## src/rtl/ntt_out_serializer_pkg.sv

```systemverilog
// Shared sizing, FSM encoding and index helpers for the NTT output serializer.
// Sizes come from DATA_SIZE_ARB / RING_DEPTH / PE_DEPTH when defined.
`ifndef DATA_SIZE_ARB
`define DATA_SIZE_ARB 16
`endif
`ifndef RING_DEPTH
`define RING_DEPTH 5
`endif
`ifndef PE_DEPTH
`define PE_DEPTH 1
`endif

package ntt_out_serializer_pkg;
  localparam int DATA_W     = `DATA_SIZE_ARB;
  localparam int RING_DEPTH = `RING_DEPTH;
  localparam int PE_DEPTH   = `PE_DEPTH;
  localparam int WW   = PE_DEPTH + 1;
  localparam int RW   = RING_DEPTH - PE_DEPTH - 1;
  localparam int WPR  = 2 ** WW;
  localparam int ROWS = 2 ** RW;
  localparam int N    = 2 ** RING_DEPTH;

  typedef enum logic [1:0] {
    IDLE    = 2'd0,
    CAPTURE = 2'd1,
    DRAIN   = 2'd2
  } state_e;

  function automatic logic [RING_DEPTH-1:0] bitrev(
    input logic [RING_DEPTH-1:0] v
  );
    logic [RING_DEPTH-1:0] r;
    for (int b = 0; b < RING_DEPTH; b++)
      r[b] = v[RING_DEPTH-1-b];
    return r;
  endfunction
endpackage

```

## src/rtl/ntt_out_serializer_if.sv

```systemverilog
// Core-side row input plus serialized valid/ready output stream.
// master = serializer, slave = core/consumer side.
interface ntt_out_serializer_if;
  import ntt_out_serializer_pkg::*;

  logic                  done;
  logic [WPR*DATA_W-1:0] bram_out;
  logic [DATA_W-1:0]     out_data;
  logic                  out_valid;
  logic                  out_ready;
  logic                  out_last;
  logic                  busy;
  logic                  overrun;

  modport master (
    input  done, bram_out, out_ready,
    output out_data, out_valid, out_last,
    output busy, overrun
  );

  modport slave (
    output done, bram_out, out_ready,
    input  out_data, out_valid, out_last,
    input  busy, overrun
  );
endinterface

```

## src/rtl/ntt_out_serializer_row.sv

```systemverilog
// Row buffer: ROWS x (WPR*DATA_W) dual-port RAM, registered read.
// Only the read register is reset so the stream output starts at zero.
module ntt_row_buffer
  import ntt_out_serializer_pkg::*;
(
  input  logic                  clk,
  input  logic                  rst_n,
  input  logic                  i_we,
  input  logic [RW-1:0]         i_waddr,
  input  logic [WPR*DATA_W-1:0] i_wdata,
  input  logic                  i_re,
  input  logic [RW-1:0]         i_raddr,
  output logic [WPR*DATA_W-1:0] o_rdata
);
  logic [WPR*DATA_W-1:0] r_mem [ROWS];
  logic [WPR*DATA_W-1:0] r_rdata;

  always_ff @(posedge clk) begin
    if (i_we) r_mem[i_waddr] <= i_wdata;
  end

  always_ff @(posedge clk or negedge rst_n) begin
    if (!rst_n)    r_rdata <= '0;
    else if (i_re) r_rdata <= r_mem[i_raddr];
  end

  assign o_rdata = r_rdata;
endmodule

```

## src/rtl/ntt_out_serializer.sv

```systemverilog
// Captures an unstallable NTT output burst and replays it one word per beat.
// OUT_BITREV_EN: emit bit-reversed index order, drain after capture ends.
module ntt_out_serializer
  import ntt_out_serializer_pkg::*;
(
  input logic                 clk,
  input logic                 reset,
  ntt_out_serializer_if.master bus
);
  state_e r_state, w_next;
  logic [RW-1:0]         r_wptr;
  logic [RING_DEPTH-1:0] r_ridx;
  logic                  r_rend;
  logic                  r_valid, r_last, r_ovr;
  logic [WW-1:0]         r_sel;
  logic [WPR*DATA_W-1:0] w_rdata;
  logic [RING_DEPTH-1:0] w_idx;
  logic [RW-1:0]         w_rrow;
  logic [DATA_W-1:0]     w_word;
  logic w_we, w_re, w_adv, w_xfer;
  logic w_avail, w_start, w_wend, w_rlast;

  // Read index k maps to the buffered coefficient it names
`ifdef OUT_BITREV_EN
  assign w_idx   = bitrev(r_ridx);
  assign w_avail = !r_rend && r_state == DRAIN;
`else
  assign w_idx   = r_ridx;
  assign w_avail = !r_rend &&
    ((r_state == CAPTURE && w_rrow < r_wptr) ||
     r_state == DRAIN);
`endif

  assign w_rrow  = w_idx[RING_DEPTH-1:WW];
  assign w_xfer  = r_valid && bus.out_ready;
  assign w_adv   = !r_valid || bus.out_ready;
  assign w_re    = w_adv && w_avail;
  assign w_wend  = r_wptr == RW'(ROWS - 1);
  assign w_rlast = r_ridx == RING_DEPTH'(N - 1);

  always_comb begin
    w_next  = r_state;
    w_we    = 1'b0;
    w_start = 1'b0;
    unique case (r_state)
      IDLE: begin
        if (bus.done) begin
          w_next  = CAPTURE;
          w_start = 1'b1;
        end
      end
      CAPTURE: begin
        w_we = 1'b1;
        if (w_wend) w_next = DRAIN;
      end
      DRAIN: begin
        if (w_xfer && r_last) w_next = IDLE;
      end
      default: w_next = IDLE;
    endcase
  end

  always_ff @(posedge clk or negedge reset) begin
    if (!reset) begin
      r_state <= IDLE;
      r_wptr  <= '0;
      r_ridx  <= '0;
      r_rend  <= 1'b0;
      r_valid <= 1'b0;
      r_last  <= 1'b0;
      r_sel   <= '0;
      r_ovr   <= 1'b0;
    end else begin
      r_state <= w_next;
      if (w_start) begin
        r_wptr <= '0;
        r_ridx <= '0;
        r_rend <= 1'b0;
      end else begin
        if (w_we && !w_wend) r_wptr <= r_wptr + 1'b1;
        if (w_re) begin
          if (w_rlast) r_rend <= 1'b1;
          else         r_ridx <= r_ridx + 1'b1;
        end
      end
      if (w_adv) begin
        r_valid <= w_re;
        r_last  <= w_re && w_rlast;
        if (w_re) r_sel <= w_idx[WW-1:0];
      end
      if (bus.done && r_state != IDLE) r_ovr <= 1'b1;
    end
  end

  ntt_row_buffer u_buf (
    .clk     (clk),
    .rst_n   (reset),
    .i_we    (w_we),
    .i_waddr (r_wptr),
    .i_wdata (bus.bram_out),
    .i_re    (w_re),
    .i_raddr (w_rrow),
    .o_rdata (w_rdata)
  );

  always_comb begin
    w_word = '0;
    for (int n = 0; n < WPR; n++)
      if (r_sel == WW'(n))
        w_word = w_rdata[DATA_W*n +: DATA_W];
  end

  assign bus.out_data  = w_word;
  assign bus.out_valid = r_valid;
  assign bus.out_last  = r_last;
  assign bus.busy      = r_state != IDLE;
  assign bus.overrun   = r_ovr;
endmodule

```

## src/flat_wrapper.sv

```systemverilog
// flat-port wrapper written by rule: the top's interface ports become plain ports
module ntt_out_serializer_flat import ntt_out_serializer_pkg::*;
  (clk, reset, bus_done, bus_bram_out, bus_out_ready, bus_out_data, bus_out_valid, bus_out_last, bus_busy, bus_overrun);
  ntt_out_serializer_if bus_i ();
  input logic clk;
  input logic reset;
  input wire logic [$bits(bus_i.done)-1:0] bus_done;
  input wire logic [$bits(bus_i.bram_out)-1:0] bus_bram_out;
  input wire logic [$bits(bus_i.out_ready)-1:0] bus_out_ready;
  output wire logic [$bits(bus_i.out_data)-1:0] bus_out_data;
  output wire logic [$bits(bus_i.out_valid)-1:0] bus_out_valid;
  output wire logic [$bits(bus_i.out_last)-1:0] bus_out_last;
  output wire logic [$bits(bus_i.busy)-1:0] bus_busy;
  output wire logic [$bits(bus_i.overrun)-1:0] bus_overrun;
  assign bus_i.done = bus_done;
  assign bus_i.bram_out = bus_bram_out;
  assign bus_i.out_ready = bus_out_ready;
  assign bus_out_data = bus_i.out_data;
  assign bus_out_valid = bus_i.out_valid;
  assign bus_out_last = bus_i.out_last;
  assign bus_busy = bus_i.busy;
  assign bus_overrun = bus_i.overrun;
  ntt_out_serializer u_core (.clk(clk), .reset(reset), .bus(bus_i));
endmodule
```

## config.mk

```make
export PLATFORM = sky130hd
export DESIGN_NAME = ntt_out_serializer_flat
export DESIGN_NICKNAME = d
export VERILOG_FILES = /design/src/rtl/ntt_out_serializer_pkg.sv /design/src/rtl/ntt_out_serializer_if.sv /design/src/rtl/ntt_out_serializer_row.sv /design/src/rtl/ntt_out_serializer.sv /design/src/flat_wrapper.sv
export SDC_FILE = /design/constraint.sdc
export NUM_CORES = 1
export LEC_CHECK = 0
export BUFFER_PORTS_ARGS = -buffer_cell sky130_fd_sc_hd__buf_2
export CAP_MARGIN = 20
export CORE_UTILIZATION = 61
export CTS_CLUSTER_SIZE = 28
export DETAILED_ROUTE_END_ITERATION = 16
export PLACE_DENSITY = 0.87
export SETUP_SLACK_MARGIN = 0.3
export SYNTH_ARGS = -nofsm -noshare
export SYNTH_HDL_FRONTEND = slang
export SYNTH_SLANG_ARGS = --single-unit
export TNS_END_PERCENT = 20
```

## constraint.sdc

```tcl
create_clock -name clk -period 6.7 [get_ports clk]
set_clock_uncertainty 0.15 [all_clocks]
set_input_delay 0.67 -clock clk [delete_from_list [all_inputs] [get_ports clk]]
set_output_delay 0.67 -clock clk [all_outputs]
set_load 0.1 [all_outputs]
```

* After elaboration in Yosys (flattened, before gate mapping)
Memories as Yosys holds them, arrays and structs flattened. A register that Yosys moved wholly into a read port is not among the register bits. Cells that the tools add are included.
Word-level totals: register bits 16, latch bits 0, bits in writable memories 512, bits in read-only memories 0, output and inout bits 20, word-level logic and storage cells 68, memories kept 1
Memory list:
- u_core.u_buf.r_mem | depth 8, width 64, rd ports 1, clocked after memory_dff 1, write ports 1, RTL line ntt_out_serializer_row.sv:15 | logic [WPR*DATA_W-1:0] r_mem [ROWS];
Operators by class: add/sub/neg operators 2, $mul 0, divide/modulo/power cells 0, order comparisons 1, equal/unequal tests 11, shift-type cells 0, muxes and demuxes 21, bitwise logic cells 0, reduce and logical (&&, ||, !) cells 24
Operator list (number):
- $mux 16 | 4
- $mux 5 | 3
- $logic_and 1x1->1 | 8
- $mux 1 | 8
- $reduce_bool 2->1 | 4
- $eq 2x2->1 const B | 3
- $mux 2 | 3
- $mux 3 | 2
- $pmux 2 s3 | 1
- $reduce_and 2->1 | 3
- $add 5x1->5 const B | 1
- $eq 5x5->1 const B | 1
- $eq 2x1->1 const B | 2
- $logic_not 1->1 | 4
- $logic_not 2->1 | 2
- $ne 2x1->1 const B | 2
- $ne 2x2->1 const B | 2
- $add 3x1->3 const B | 1
- $eq 3x3->1 const B | 1
- $lt 3x3->1 | 1
- $reduce_and 3->1 | 1
- $logic_or 1x1->1 | 2

* Depth between registers and ports, before layout
depth after elaboration 7, gate-level depth with buffers 10

* Cells and area by module
From an unflattened synthesis, not the netlist that was laid out.
Unflattened totals: cell total of the unflattened synthesis 1342, area total of the unflattened synthesis 23430.0 sq um
Modules (own cells, without submodules):
- ntt_row_buffer | times used 1, cells each 1251, area an instance 22223.8 sq um, sequential area each 16976.3 sq um
- ntt_out_serializer | times used 1, cells each 91, area an instance 1206.2 sq um, sequential area each 400.4 sq um

* Worst setup path before layout
OpenSTA, ideal clock, no wires.
kind register -> register, start point reg u_core.r_state[0], end point mem u_core.u_buf.r_mem[0][0] (netlist bit) (enable), arrival 5069 ps, required time 5985 ps, path slack 916 ps, cell stages (with the launch flop) 5, period minus slack after synthesis 5784 ps, cells stage by stage dfrtp_1 > buf_4 > nor2b_4 > nand2b_1 > nor3_1
On the way: word-level cells in the longest chain between the ends 4
Ends and longest elaborated chain:
- start: declaration | RTL line ntt_out_serializer.sv:10 | state_e r_state, w_next;
- start signal: assignment | RTL line ntt_out_serializer.sv:74 | r_state <= w_next;
- $eq 2x1->1 | RTL line ntt_out_serializer.sv:45 | unique case (r_state)
- $mux 1 | RTL line ntt_out_serializer.sv:45
- $mux 1 | RTL line ntt_out_serializer_row.sv:19 | if (i_we) r_mem[i_waddr] <= i_wdata;
- $mux 1 (implied by the code) | RTL line ntt_out_serializer_row.sv:19
- end: declaration | RTL line ntt_out_serializer_row.sv:15
No other way between the ends.

* Final worst setup path
start point reg u_core.r_sel[0], end point out bus_out_data[13]
On the way: word-level cells in the longest chain between the ends 5, elaborated cells on any way between the ends 8, those cells by class 3 x eq/ne; 4 x mux; 1 x reduce/logical
Ends and longest elaborated chain:
- start: declaration | RTL line ntt_out_serializer.sv:15 | logic [WW-1:0] r_sel;
- start signal: assignment | RTL line ntt_out_serializer.sv:89 | if (w_re) r_sel <= w_idx[WW-1:0];
- $logic_not 2->1 | RTL line ntt_out_serializer.sv:109 | if (r_sel == WW'(n))
- $mux 16 (3 in a row) | RTL line ntt_out_serializer.sv:109
- $mux 16 * | RTL line ntt_out_serializer.sv:109
- end: declaration | RTL line flat_wrapper.sv:10 | output wire logic [$bits(bus_i.out_data)-1:0] bus_out_data;
Mark *: on every way between the ends. The rest lies on a longest branch, timed or not.

==> key figures <==
Status
  • Status: complete, no violations

Routing
  • Detailed-route via count: 11050
  • Drt via density: roughly 6.5
  • Antenna viol nets, final: 0
  • DRT Pass-1 Iters: 5
  • Final WL: 49.47 mm
  • First DRT Iteration DRCs: 1146
  • WL/cell: 29.12 um
  • DRC Markers: 0

Setup path
  • Worst Setup Path Type: reg2out
  • R2R depth: 4
  • CP peak stage delay: 0.75 ns
  • CP Max Fanout: 9
  • Startpoint Class: flip-flop
  • Critical-path top delay cell: dfrtp_1
  • CP endpoint: bus_out_data[13]
  • Critical path required time: 5.88 ns
  • Worst setup path start: u_core.r_sel[0]
  • Family with the most delay on the worst path: flip-flops
  • Critical path capture point type: primary output
  • Crit-path cells: buf_8 > mux4_2 > buf_2
  • Critical path buffer and inverter count: 2
  • Setup slack, reg-to-reg: 3.45 ns
  • FF-to-FF End: u_core.u_buf.o_rdata[16]
  • Crit path arrival time: roughly 2.5 ns
  • Instance count on the critical path: 3
  • R2r startpoint: u_core.r_ridx[2]

Global route
  • Global-route wire length before repair: 72.73 mm
  • Gr ovfl total: 0
  • GRT Total Usage: 26.60%
  • Vias in the first global route: ~11000
  • Initial antenna violation count: 7
  • Largest net degree at the start of global routing: 131

Finish
  • Finished Core Util: 70.03%
  • Final net count: between 1000 and 1500
  • Share of cells above drive strength 1: 28.35%
  • Design area: 0.02564 mm2
  • Layout area overhead: 12.71%
  • Filler Cell Count: ~2100

Power and ir drop
  • Maximum vdd ir drop: 0.3106 mV
  • Leakage: 8.490 nW
  • PwrDens: a little over 500 mW/mm2

Synth
  • Most frequent cell after synthesis: edfxtp_1
  • Post-synth EDFFs: 512
  • Yosys top cell area share: 67.59%
  • Number of synthesis warnings: 0
  • Synth area leader: edfxtp_1
  • Synth top cells by count: 512 x edfxtp_1, 143 x mux4_2, 80 x dfrtp_1, 80 x nand2_1, 65 x o21ai_1
  • Yosys cell types: 36
  • Synth Area per Inst: 21.36 um2
  • Area contributors post-synth: edfxtp_1 68%, mux4_2 14%, dfrtp_1 8.8%
  • Top_reg_cell synth: edfxtp_1
  • Yosys reg bits: 592
  • Post-synth ARST share: 13.51%
  • Register area share after synthesis: 76.39%
  • Area of the mapped netlist: 0.02275 mm2
  • Post-Syn Instances: 1065
  • Syn Nets: ~1100

Hold path
  • Worst hold path type: in2reg

Die
  • Total die area: approximately 0.038 mm2
  • Chip Width: around 200 um
  • Die Span Y: 195.1 um
  • FP Rows: 70
  • Number of top-level pins: slightly below 90
  • Core area: 0.03661 mm2
  • Initial Utilization: about 62%

Timing
  • Worst slew pin tran: 1.113 ns
  • Post-layout min period: 3.298 ns
  • Final setup TNS: 0 ns
  • FMAX: ~300 MHz
  • Final period util: between 40% and 50%
  • # setup viols final: 0
  • Final hold violations: 0
  • RSZ-0062 raised after global routing: no
  • Slew Viols, Final: 0
  • Slew HR: about a quarter

Clocking
  • Total CTS buffers: 56
  • Htree depth: 2
  • Clock Path Buffers: 3
  • Worst-path clk slew: 0.06 ns
  • Clk sinks: 592
  • CTS tree: yes
  • Clock Latency Late Sink: 0.60 ns
  • Root buf cell: clkbuf_16

Placement
  • RePlAce Congestion: 0.7973
  • Instance area after placement: around 0.024 mm2
  • DP HPWL: between 20 and 30 mm
  • Port bufs: 87

Job
  • MaxCap Viol Count: 0
[metal layers]
metal | global-route usage [%] | share of wire [%]
met5 | 0 | 0.026
met4 | 10.50 | 3.2
met3 | 5.130 | 6.8
met2 | 44.62 | 52
met1 | 34.86 | 38
[worst min-delay path by stage]
stage,to,cells after the start,from
global route,u_core.r_rend,2,bus_done
floorplan,u_core.bus.out_last,0,reset
global placement,u_core.bus.overrun,1,u_core.bus.overrun
CTS,u_core.r_wptr[2],1,reset
detailed placement,u_core.bus.overrun,1,u_core.bus.overrun
finish,u_core.r_rend,2,bus_done
[layout by cell type, fill, tap and decap left out, types with 2 or more instances in the layout]
master / count
mux2i_1: 64
clkbuf_16: 57
inv_6: 3
o21ai_1: 65
clkbuf_1: 10
clkinv_1: 16
buf_16: 2
ha_1: 6
o21ai_0: 5
nand2b_1: 2
diode_2: 7
nand3_1: 5
buf_12: 3
edfxtp_1: 512
nor2_4: 6
clkinv_2: 4
dfrtp_1: 77
dfrtp_4: 3
nor2b_1: 3
a22o_1: 6
nor3_1: 2
buf_4: 18
nor3_2: 2
clkinvlp_4: 3
nand2_1: 80
bufinv_16: 11
a21oi_1: 4
mux4_2: 143
buf_2: 86
nor2_1: 3
inv_1: 7
[power by group]
group / total (mW) / internal (mW) / switching (mW)
registers: 5.66 / 5.10 / 0.558
logic: 3.94 / 1.37 / 2.57
clock network: 3.32 / 1.99 / 1.33
total: 12.9 / 8.46 / 4.46
[registers in the layout (all words and copies together), names as in the netlist]
name	count
u_core.r_ridx	5
u_core.r_state	2
u_core.u_buf.o_rdata	64
u_core.r_rend	1
u_core.bus.out_valid	1
u_core.u_buf.r_mem	512
u_core.bus.out_last	1
u_core.r_sel	2
u_core.bus.overrun	1
u_core.r_wptr	3
[per-stage QoR]
| step | setup slack, ns | std cells | power [mW] | hold slack (ns) |
|---|---|---|---|---|
| finish | 3.402 | 1699 | 12.92 | 0.1579 |
| global route | 3.202 | 1696 | 13.36 | 0.1616 |
| CTS | 3.135 | 1687 | 12.92 | 0.1125 |
| detailed placement | 3.257 | 1582 | 9.510 | 0.3079 |
| global placement | 3.361 | 1580 | 9.301 | 0.2814 |
| floorplan | 0.9162 | 1065 | 8.494 | 0.2244 |
[kinds of logic after synthesis]
| logic type | after synthesis | synth area share (%) |
|---|---|---|
| multiplexers | 209 | 17.14 |
| AND/OR/NAND/NOR | 106 | 1.925 |
| AO/OA/AOI/OAI | 88 | 2.211 |
| buffers and inverters | 64 | 2.008 |
| adder cells (fa/ha/maj) | 6 | 0.3300 |
| flip-flops | 592 | 76.39 |
[area by class of cell]
type | instances | area, um2 | share of cell area (%)
Inverter | 7 | 26.28 | 0.1025
Multi-Input combinational cell | 409 | 4979 | 19.42
Antenna cell | 7 | 17.52 | 0.06832
Clock buffer | 68 | 1478 | 5.764
Clock inverter | 37 | 459.2 | 1.791
Timing Repair Buffer | 111 | 705.7 | 2.752
Tap cell | 468 | 585.6 | 2.284
Sequential cell | 592 | 17390 | 67.82
[repair_timing]
| action | 4_1_cts | 5_1_grt |
|---|---|---|
| hold buffers | 0 | 1 |
| resized for setup | 0 | 0 |
| buffers inserted | 0 | 0 |
| endpoints found under the hold margin | 0 | 9 |
Power figures use the tool's default switching activity.
